<file path="config.mk">
export PLATFORM = sky130hd
export DESIGN_NAME = lii_stream_packer
export DESIGN_NICKNAME = d
export VERILOG_FILES = /design/src/rtl/lii_pkg.sv /design/src/rtl/lii_lane_reg.sv /design/src/rtl/lii_stream_packer.sv
export SDC_FILE = /design/constraint.sdc
export NUM_CORES = 1
export LEC_CHECK = 0
export ABC_AREA = 1
export BUFFER_PORTS_ARGS = -buffer_cell sky130_fd_sc_hd__buf_2
export CAP_MARGIN = 10
export CORE_UTILIZATION = 45
export CTS_BUF_LIST = sky130_fd_sc_hd__clkbuf_8 sky130_fd_sc_hd__clkbuf_16
export CTS_CLUSTER_SIZE = 24
export DETAILED_ROUTE_END_ITERATION = 12
export PLACE_DENSITY = 0.69
export SYNTH_ARGS = -nofsm -noshare
export SYNTH_HDL_FRONTEND = slang
export SYNTH_HIERARCHICAL = 1
export SYNTH_SLANG_ARGS = --single-unit
</file>
<file path="constraint.sdc">
create_clock -name aclk -period 5.4 [get_ports aclk]
set_clock_uncertainty 0.2 [all_clocks]
set_input_delay 0 -clock aclk [delete_from_list [all_inputs] [get_ports aclk]]
set_output_delay 0 -clock aclk [all_outputs]
set_load 0.05 [all_outputs]
</file>
<file path="src/rtl/lii_pkg.sv">
// lii_pkg: shared LII widths and lane bit-offset helper
package lii_pkg;

    localparam int LII_ID_W = 8;
    localparam int LII_PW   = 256;

    function automatic int lane_lo(input int w0, input int w1, input int idx);
        return (idx == 0) ? 0 : (idx == 1) ? w0 : w0 + w1;
    endfunction

endpackage

</file>
<file path="src/rtl/lii_lane_reg.sv">
// lii_lane_reg: one-entry holding register for a single input lane
module lii_lane_reg #(
    parameter int W = 8
) (
    input  logic         i_clk,
    input  logic         i_rst_n,
    input  logic [W-1:0] i_data,
    input  logic         i_valid,
    output logic         o_ready,
    input  logic         i_fire,
    output logic [W-1:0] o_data,
    output logic         o_full
);

    logic         r_full;
    logic [W-1:0] r_data;
    logic         w_acc;

    assign o_ready = ~r_full | i_fire;
    assign w_acc   = i_valid & o_ready;
    assign o_full  = r_full;
    assign o_data  = r_data;

    // Load on accept; the slot empties on fire unless refilled in the same cycle
    always_ff @(posedge i_clk or negedge i_rst_n) begin
        if (!i_rst_n) begin
            r_full <= 1'b0;
            r_data <= '0;
        end else begin
            r_full <= w_acc | (r_full & ~i_fire);
            if (w_acc) r_data <= i_data;
        end
    end

endmodule

</file>
<file path="src/rtl/lii_stream_packer.sv">
// lii_stream_packer: packs one beat from each of three lanes into a registered LII beat
module lii_stream_packer
    import lii_pkg::*;
#(
    parameter int                  PW     = LII_PW,
    parameter int                  W0     = 128,
    parameter int                  W1     = 8,
    parameter int                  W2     = 8,
    parameter logic [LII_ID_W-1:0] SRC_ID = 8'd0,
    parameter logic [LII_ID_W-1:0] DST_ID = 8'd1
) (
    input  logic                aclk,
    input  logic                arstn,
    input  logic [W0-1:0]       s0_tdata,
    input  logic                s0_tvalid,
    output logic                s0_tready,
    input  logic [W1-1:0]       s1_tdata,
    input  logic                s1_tvalid,
    output logic                s1_tready,
    input  logic [W2-1:0]       s2_tdata,
    input  logic                s2_tvalid,
    output logic                s2_tready,
    output logic [PW-1:0]       lii_out_p0_tdata,
    output logic                lii_out_p0_tvalid,
    input  logic                lii_out_p0_tready,
    output logic [LII_ID_W-1:0] lii_out_p0_src,
    output logic [LII_ID_W-1:0] lii_out_p0_dst,
    output logic [31:0]         beat_cnt
);

    localparam int L0 = lane_lo(W0, W1, 0);
    localparam int L1 = lane_lo(W0, W1, 1);
    localparam int L2 = lane_lo(W0, W1, 2);

    if (W0 + W1 + W2 > PW) begin : g_width_check
        $error("lii_stream_packer: lane widths exceed PW");
    end

    logic [W0-1:0] w_d0;
    logic [W1-1:0] w_d1;
    logic [W2-1:0] w_d2;
    logic [2:0]    w_full;
    logic          w_out_free;
    logic          w_fire;
    logic [PW-1:0] w_pack;
    logic [PW-1:0] r_data;
    logic          r_valid;
    logic [31:0]   r_cnt;

    assign w_out_free = ~r_valid | lii_out_p0_tready;
    assign w_fire     = &w_full & w_out_free;

    lii_lane_reg #(.W(W0)) u_lane0 (
        .i_clk(aclk), .i_rst_n(arstn), .i_data(s0_tdata), .i_valid(s0_tvalid),
        .o_ready(s0_tready), .i_fire(w_fire), .o_data(w_d0), .o_full(w_full[0])
    );

    lii_lane_reg #(.W(W1)) u_lane1 (
        .i_clk(aclk), .i_rst_n(arstn), .i_data(s1_tdata), .i_valid(s1_tvalid),
        .o_ready(s1_tready), .i_fire(w_fire), .o_data(w_d1), .o_full(w_full[1])
    );

    lii_lane_reg #(.W(W2)) u_lane2 (
        .i_clk(aclk), .i_rst_n(arstn), .i_data(s2_tdata), .i_valid(s2_tvalid),
        .o_ready(s2_tready), .i_fire(w_fire), .o_data(w_d2), .o_full(w_full[2])
    );

    // Place each lane at its fixed offset; unused upper bits stay zero
    always_comb begin
        w_pack           = '0;
        w_pack[L0 +: W0] = w_d0;
        w_pack[L1 +: W1] = w_d1;
        w_pack[L2 +: W2] = w_d2;
    end

    // Output register: load on fire, drop valid once taken, hold while stalled
    always_ff @(posedge aclk or negedge arstn) begin
        if (!arstn) begin
            r_data  <= '0;
            r_valid <= 1'b0;
        end else if (w_fire) begin
            r_data  <= w_pack;
            r_valid <= 1'b1;
        end else if (lii_out_p0_tready) begin
            r_valid <= 1'b0;
        end
    end

    // Count beats handed to the phy; wraps naturally at 2^32
    always_ff @(posedge aclk or negedge arstn) begin
        if (!arstn) r_cnt <= '0;
        else if (r_valid && lii_out_p0_tready) r_cnt <= r_cnt + 32'd1;
    end

    assign lii_out_p0_tdata  = r_data;
    assign lii_out_p0_tvalid = r_valid;
    assign lii_out_p0_src    = SRC_ID;
    assign lii_out_p0_dst    = DST_ID;
    assign beat_cnt          = r_cnt;

endmodule

</file>
# Word level (Yosys, flattened, before mapping)
# Index checks and enable logic that the tools add are counted.
classes:
  add_sub_neg: 1
  n_bitwise: 19
  mux: 2
  reduce_logical: 3
op_table:
  columns: ["op", "count"]
  rows:
  - ["adder 32 x 1 -> 32 bit, second input constant", 1]
  - ["bitwise AND 1 bit", 7]
  - ["bitwise OR 1 bit", 7]
  - ["NOT 1 bit", 5]
  - ["AND reduction 3 bit", 1]
  - ["two-way mux 1 bit", 2]
  - ["nonzero test 2 bit", 1]
  - ["logical AND 1 bit", 1]
totals:
  word_cells: 34
  output_inout_bits: 308
  regBits: 324

# Logic depth before layout (Yosys ltp)
logic_depth:
  ltp_word: 6
  mapped_depth: 12

# By module
# Netlist, hierarchy kept.
by_module_without_submodules:
  columns: ["module", "n_inst", "cells_per_inst", "area_each_um2"]
  rows:
  - ["lii_stream_packer", 1, 961, 8145.3]
  - ["lii_lane_reg at u_lane0", 1, 560, 5076.1]
  - ["lii_lane_reg at u_lane1 ...", 2, 40, 430.4]

# Worst setup path before layout
# No wires, ideal clock.
synth_timing:
  path_kind: "register -> register"
  from: "register r_valid (netlist: lii_out_p0_tvalid)"
  to: "register u_lane0.r_data[11] (netlist: u_lane0/o_data[11])"
  n_path_buf: 4
  synth_period_minus_slack_ps: 2153
  slack_ps: 3247
  stages_incl_launch_ff: 13
  setup_ps: 117
  arrival_time_ps: 1836
  path_cell_list: "dfrtp_1 inv_1 nor2_1 nor2_1 buf_4 buf_2 inv_2 nand2_2 nand2_1 buf_4 buf_2 nand2_1 nand2_1"
synth_between:
  elab_chain_cells: 5
synth_rtl:
  columns: ["element", "line", "text"]
  rows:
  - ["from (decl)", "lii_stream_packer.sv:47", "logic r_valid;"]
  - ["from (signal assigned)", "lii_stream_packer.sv:80", "r_valid <= 1'b0;"]
  - ["from (signal assigned)", "lii_stream_packer.sv:83", "r_valid <= 1'b1;"]
  - ["from (signal assigned)", "lii_stream_packer.sv:85", "r_valid <= 1'b0;"]
  - ["NOT 1 bit", "lii_stream_packer.sv:50", "assign w_out_free = ~r_valid | lii_out_p0_tready;"]
  - ["bitwise OR 1 bit", "lii_stream_packer.sv:50", null]
  - ["bitwise AND 1 bit", "lii_stream_packer.sv:51", "assign w_fire = &w_full & w_out_free;"]
  - ["net w_fire", "lii_stream_packer.sv:44", "logic w_fire;"]
  - ["bitwise OR 1 bit", "lii_lane_reg.sv:19", "assign o_ready = ~r_full | i_fire;"]
  - ["bitwise AND 1 bit", "lii_lane_reg.sv:20", "assign w_acc = i_valid & o_ready;"]
  - ["to (signal assigned)", "lii_lane_reg.sv:31", "if (w_acc) r_data <= i_data;"]
  - ["to (decl)", "lii_lane_reg.sv:16", "logic [W-1:0] r_data;"]
# The timed path passes the listed nets, and every way through them passes these cells.
# A chain may end at the register's enable or synchronous reset.

# Final worst setup path
layout_timing:
  from: "register r_valid (netlist: lii_out_p0_tvalid)"
  to: "register r_data[48] (netlist: lii_out_p0_tdata[48])"
layout_between:
  elab_chain_cells: 3
layout_rtl:
  columns: ["element", "line", "text"]
  rows:
  - ["NOT 1 bit", "lii_stream_packer.sv:50", null]
  - ["bitwise OR 1 bit", "lii_stream_packer.sv:50", null]
  - ["bitwise AND 1 bit", "lii_stream_packer.sv:51", null]
  - ["to (signal assigned)", "lii_stream_packer.sv:82", "r_data <= w_pack;"]
  - ["to (decl)", "lii_stream_packer.sv:46", "logic [PW-1:0] r_data;"]
# No other way between the ends.

==> impl_metrics.py <==
metrics = {
    "outcome": {
        "outcome": "completed",
    },
    "global_route": {
        "globalRouteMet3Util_pct": 5.386,
        "track_usage_pct": 23.87,
        "busiest_layer": "met2",
        "gr-usage-met2_pct": 40.40,
        "grtUsageMet1_pct": 28.96,
        "grt_pass1_wl_um": 60600,
        "grt_pass1_vias": 12147,
        "antenna_found_initial": 3,
        "grt_max_degree": 178,
        "grt-ovfl-total": 0,
    },
    "critical_path": {
        "crit_type": "reg2reg",
        "reg2reg_depth": 9,
        "crit_arrival_ns": 3.58,
        "worstPathRequired_ns": 5.58,
        "crit_path_start": "lii_out_p0_tvalid",
        "cp-end-kind": "register",
        "worstSetupStartpointType": "register",
        "worstReg2RegStart": "lii_out_p0_tvalid",
        "worstPathMaxFanout": 87,
        "reg2reg_setup_slack_ns": 2.00,
    },
    "synthesis": {
        "syn_area_per_cell_um2": 8.796,
        "synth_xor_area_share_pct": 1.306,
        "synth-compound-area-share_pct": 0.1066,
        "syn_inst": 1601,
        "synth_simple_gate_area_share_pct": 29.76,
        "synth_area_um2": 14080,
        "yosysWarnings": 6,
        "synth-seq-area-share_pct": 57.57,
        "synth_cell_types": 26,
        "synth_mux_area_share_pct": 0,
        "synth_adder_area_share_pct": 0.08885,
        "ys_ff_latch": 324,
        "synth_top_family_by_area": "simple AND/OR/NAND/NOR gates",
    },
    "clock_tree": {
        "cts-resized-gates": 0,
        "cts_buffers": 37,
        "cts-htree-levels": 2,
        "cts_sinks": 324,
        "ctsHoldBuffers": 222,
        "clockBufferDepth": 3,
        "clk_pin_slew_worst_paths_ns": 0.06,
        "postCtsSetupBuffers": 0,
        "worstSkewPairLatency_ns": 0.50,
        "root_buffer": "clkbuf_16",
        "tritoncts": "built",
    },
    "die": {
        "rows": 64,
        "fp.dieH_um": 178.9,
        "core_um2": 30670,
        "die_area_um2": 32010,
        "start_util_pct": 45.92,
        "pin_count": 458,
        "dieWidth_um": 178.9,
    },
    "sta": {
        "worst_pin_slew_ns": 1.061,
        "period_needed_ns": 3.397,
        "fmax_mhz": 294.3,
        "fin_tns_setup_ns": 0,
        "setup_violations": 0,
        "rsz0062_at_grt": "false",
        "slew_violations": 0,
        "hold_viol": 0,
        "post-route-period-util_pct": 62.91,
        "maxSlewHeadroom_pct": 29.24,
    },
    "drt": {
        "via_per_inst": 4.750,
        "wirelength_um": 37940,
        "detail-route-antenna-nets": 0,
        "drt-pass1-iter-count": 8,
        "first_iter_violations": 609,
        "drc": 0,
        "wl_per_cell_um": 14.91,
        "dr_total_vias": 12090,
    },
    "min_path": {
        "whs_path_depth": 4,
        "min_path_type": "in2reg",
        "hold_start": "s0_tdata[53]",
    },
    "finish": {
        "filler_cell_count": 2542,
        "nNetsFinal": 2272,
        "drive_gt1_share_pct": 20.18,
        "area_growth_pct": 33.89,
        "utilization_pct": 61.48,
        "fin_area_um2": 18850,
        "layout.cells.non_filler": 2545,
    },
    "power_and_ir_drop": {
        "cellPowerDensity_nw_per_um2": 623.9,
        "p_total_mw": 11.76,
        "leakage_nw": 10.38,
        "ir_drop_mv": 0.3271,
    },
    "place": {
        "dp_hpwl_um": 22570,
        "place_congestion": 0.9035,
        "io_buffers": 329,
        "dp.cells": 2256,
        "placed_area_um2": 15380,
    },
    "run": {
        "max_cap_viol_count": 0,
    },
}
==> cells in the mapped netlist, drive strengths merged <==
library cell  count  area [um2]
ha                1       12.51
nand4            15       93.84
o21ai             3       15.01
inv              34       127.6
nand3b            2       15.01
nand3           158       870.8
xor2              7       61.31
nor3              3       15.01
nand2           795        3022
nor2             37       168.9
conb              2       7.510
buf             195        1399
xnor2            14       122.6
dfrtp           324        8108
clkbuf           10       37.54
and2              1       6.260
==> sequential cells by signal, summed over array words and instances, names as in the netlist <==
| register | count |
|---|---|
| lii_out_p0_tdata | 144 |
| u_lane0/o_data | 128 |
| beat_cnt | 32 |
| u_lane1/o_data | 8 |
| u_lane2/o_data | 8 |
| lii_out_p0_tvalid | 1 |
| u_lane0/o_full | 1 |
| u_lane1/o_full | 1 |
| u_lane2/o_full | 1 |
==> metal layers <==
layer	part of all wire [%]	up-vias
li1	-	5741
met1	40	5805
met2	49	441
met3	6.7	101
met4	4.1	2
met5	0.034	-
==> worst max-delay path, cell delays in order (launching register included) <==
cell     delay, ns
dfrtp_1       0.41
inv_1         0.09
nor2_1        0.06
nor2_4        0.12
buf_4         0.55
buf_4         0.80
inv_4         0.22
buf_4         0.40
nand2_1       0.15
nand2_1       0.06
==> layout by cell type, fill, tap and decap left out, drive strengths merged <==
master       instances
dlygate4sd3        222
o21ai                3
bufinv               4
nand3b               2
inv                 41
nor2                37
clkbuf              48
nand2              795
ha                   1
conb               128
nand4               15
diode                3
buf                338
xor2                 7
dfrtp              324
and2                 1
xnor2               14
clkinv               5
nand3              158
nor3                 3
==> cell families (layout without fill, tap and decap cells) <==
family	after synthesis	in the layout
AOI/OAI and AO/OA	3	3
xor gates and xnor gates	21	21
adders and majority gates	1	1
buffers and inverters	239	658
DFF	324	324
other	2	131
and+or+nand+nor	1011	1011
==> final timing paths <==
path                                        end
setup / recovery           lii_out_p0_tdata[48]
hold / removal               u_lane0/o_data[53]
setup reg to reg           lii_out_p0_tdata[48]
hold reg to reg            lii_out_p0_tdata[72]
max in group asynchronous  lii_out_p0_tdata[34]
min in group asynchronous           beat_cnt[4]
==> cell type report <==
type,count,area (um2),area share [%]
inverter,34,130.1,0.6902
sequential,324,8108,43.00
tap,396,495.5,2.628
clock inverter,16,171.4,0.9092
antenna,3,7.507,0.03982
timing repair buffer,560,3961,21.01
clock buffer,48,1077,5.714
multi-input combinational,1164,4903,26.01
==> power by group <==
group / switching, mW / internal, mW / total (mW)
clock: 0.954 / 1.58 / 2.54
combinational: 3.89 / 1.28 / 5.18
sequential: 0.591 / 3.46 / 4.05
==> through the flow <==
stage          hold WS, ns  setup slack (ns)
3_3_place_gp      -0.08212             2.070
3_5_place_dp      -0.07670             2.026
2_1_floorplan      -0.4956             3.247
6_report           0.06428             2.003
5_1_grt            0.06594             1.712
4_1_cts            0.04117             2.004
Note: power is estimated with default switching activity, not from simulation.
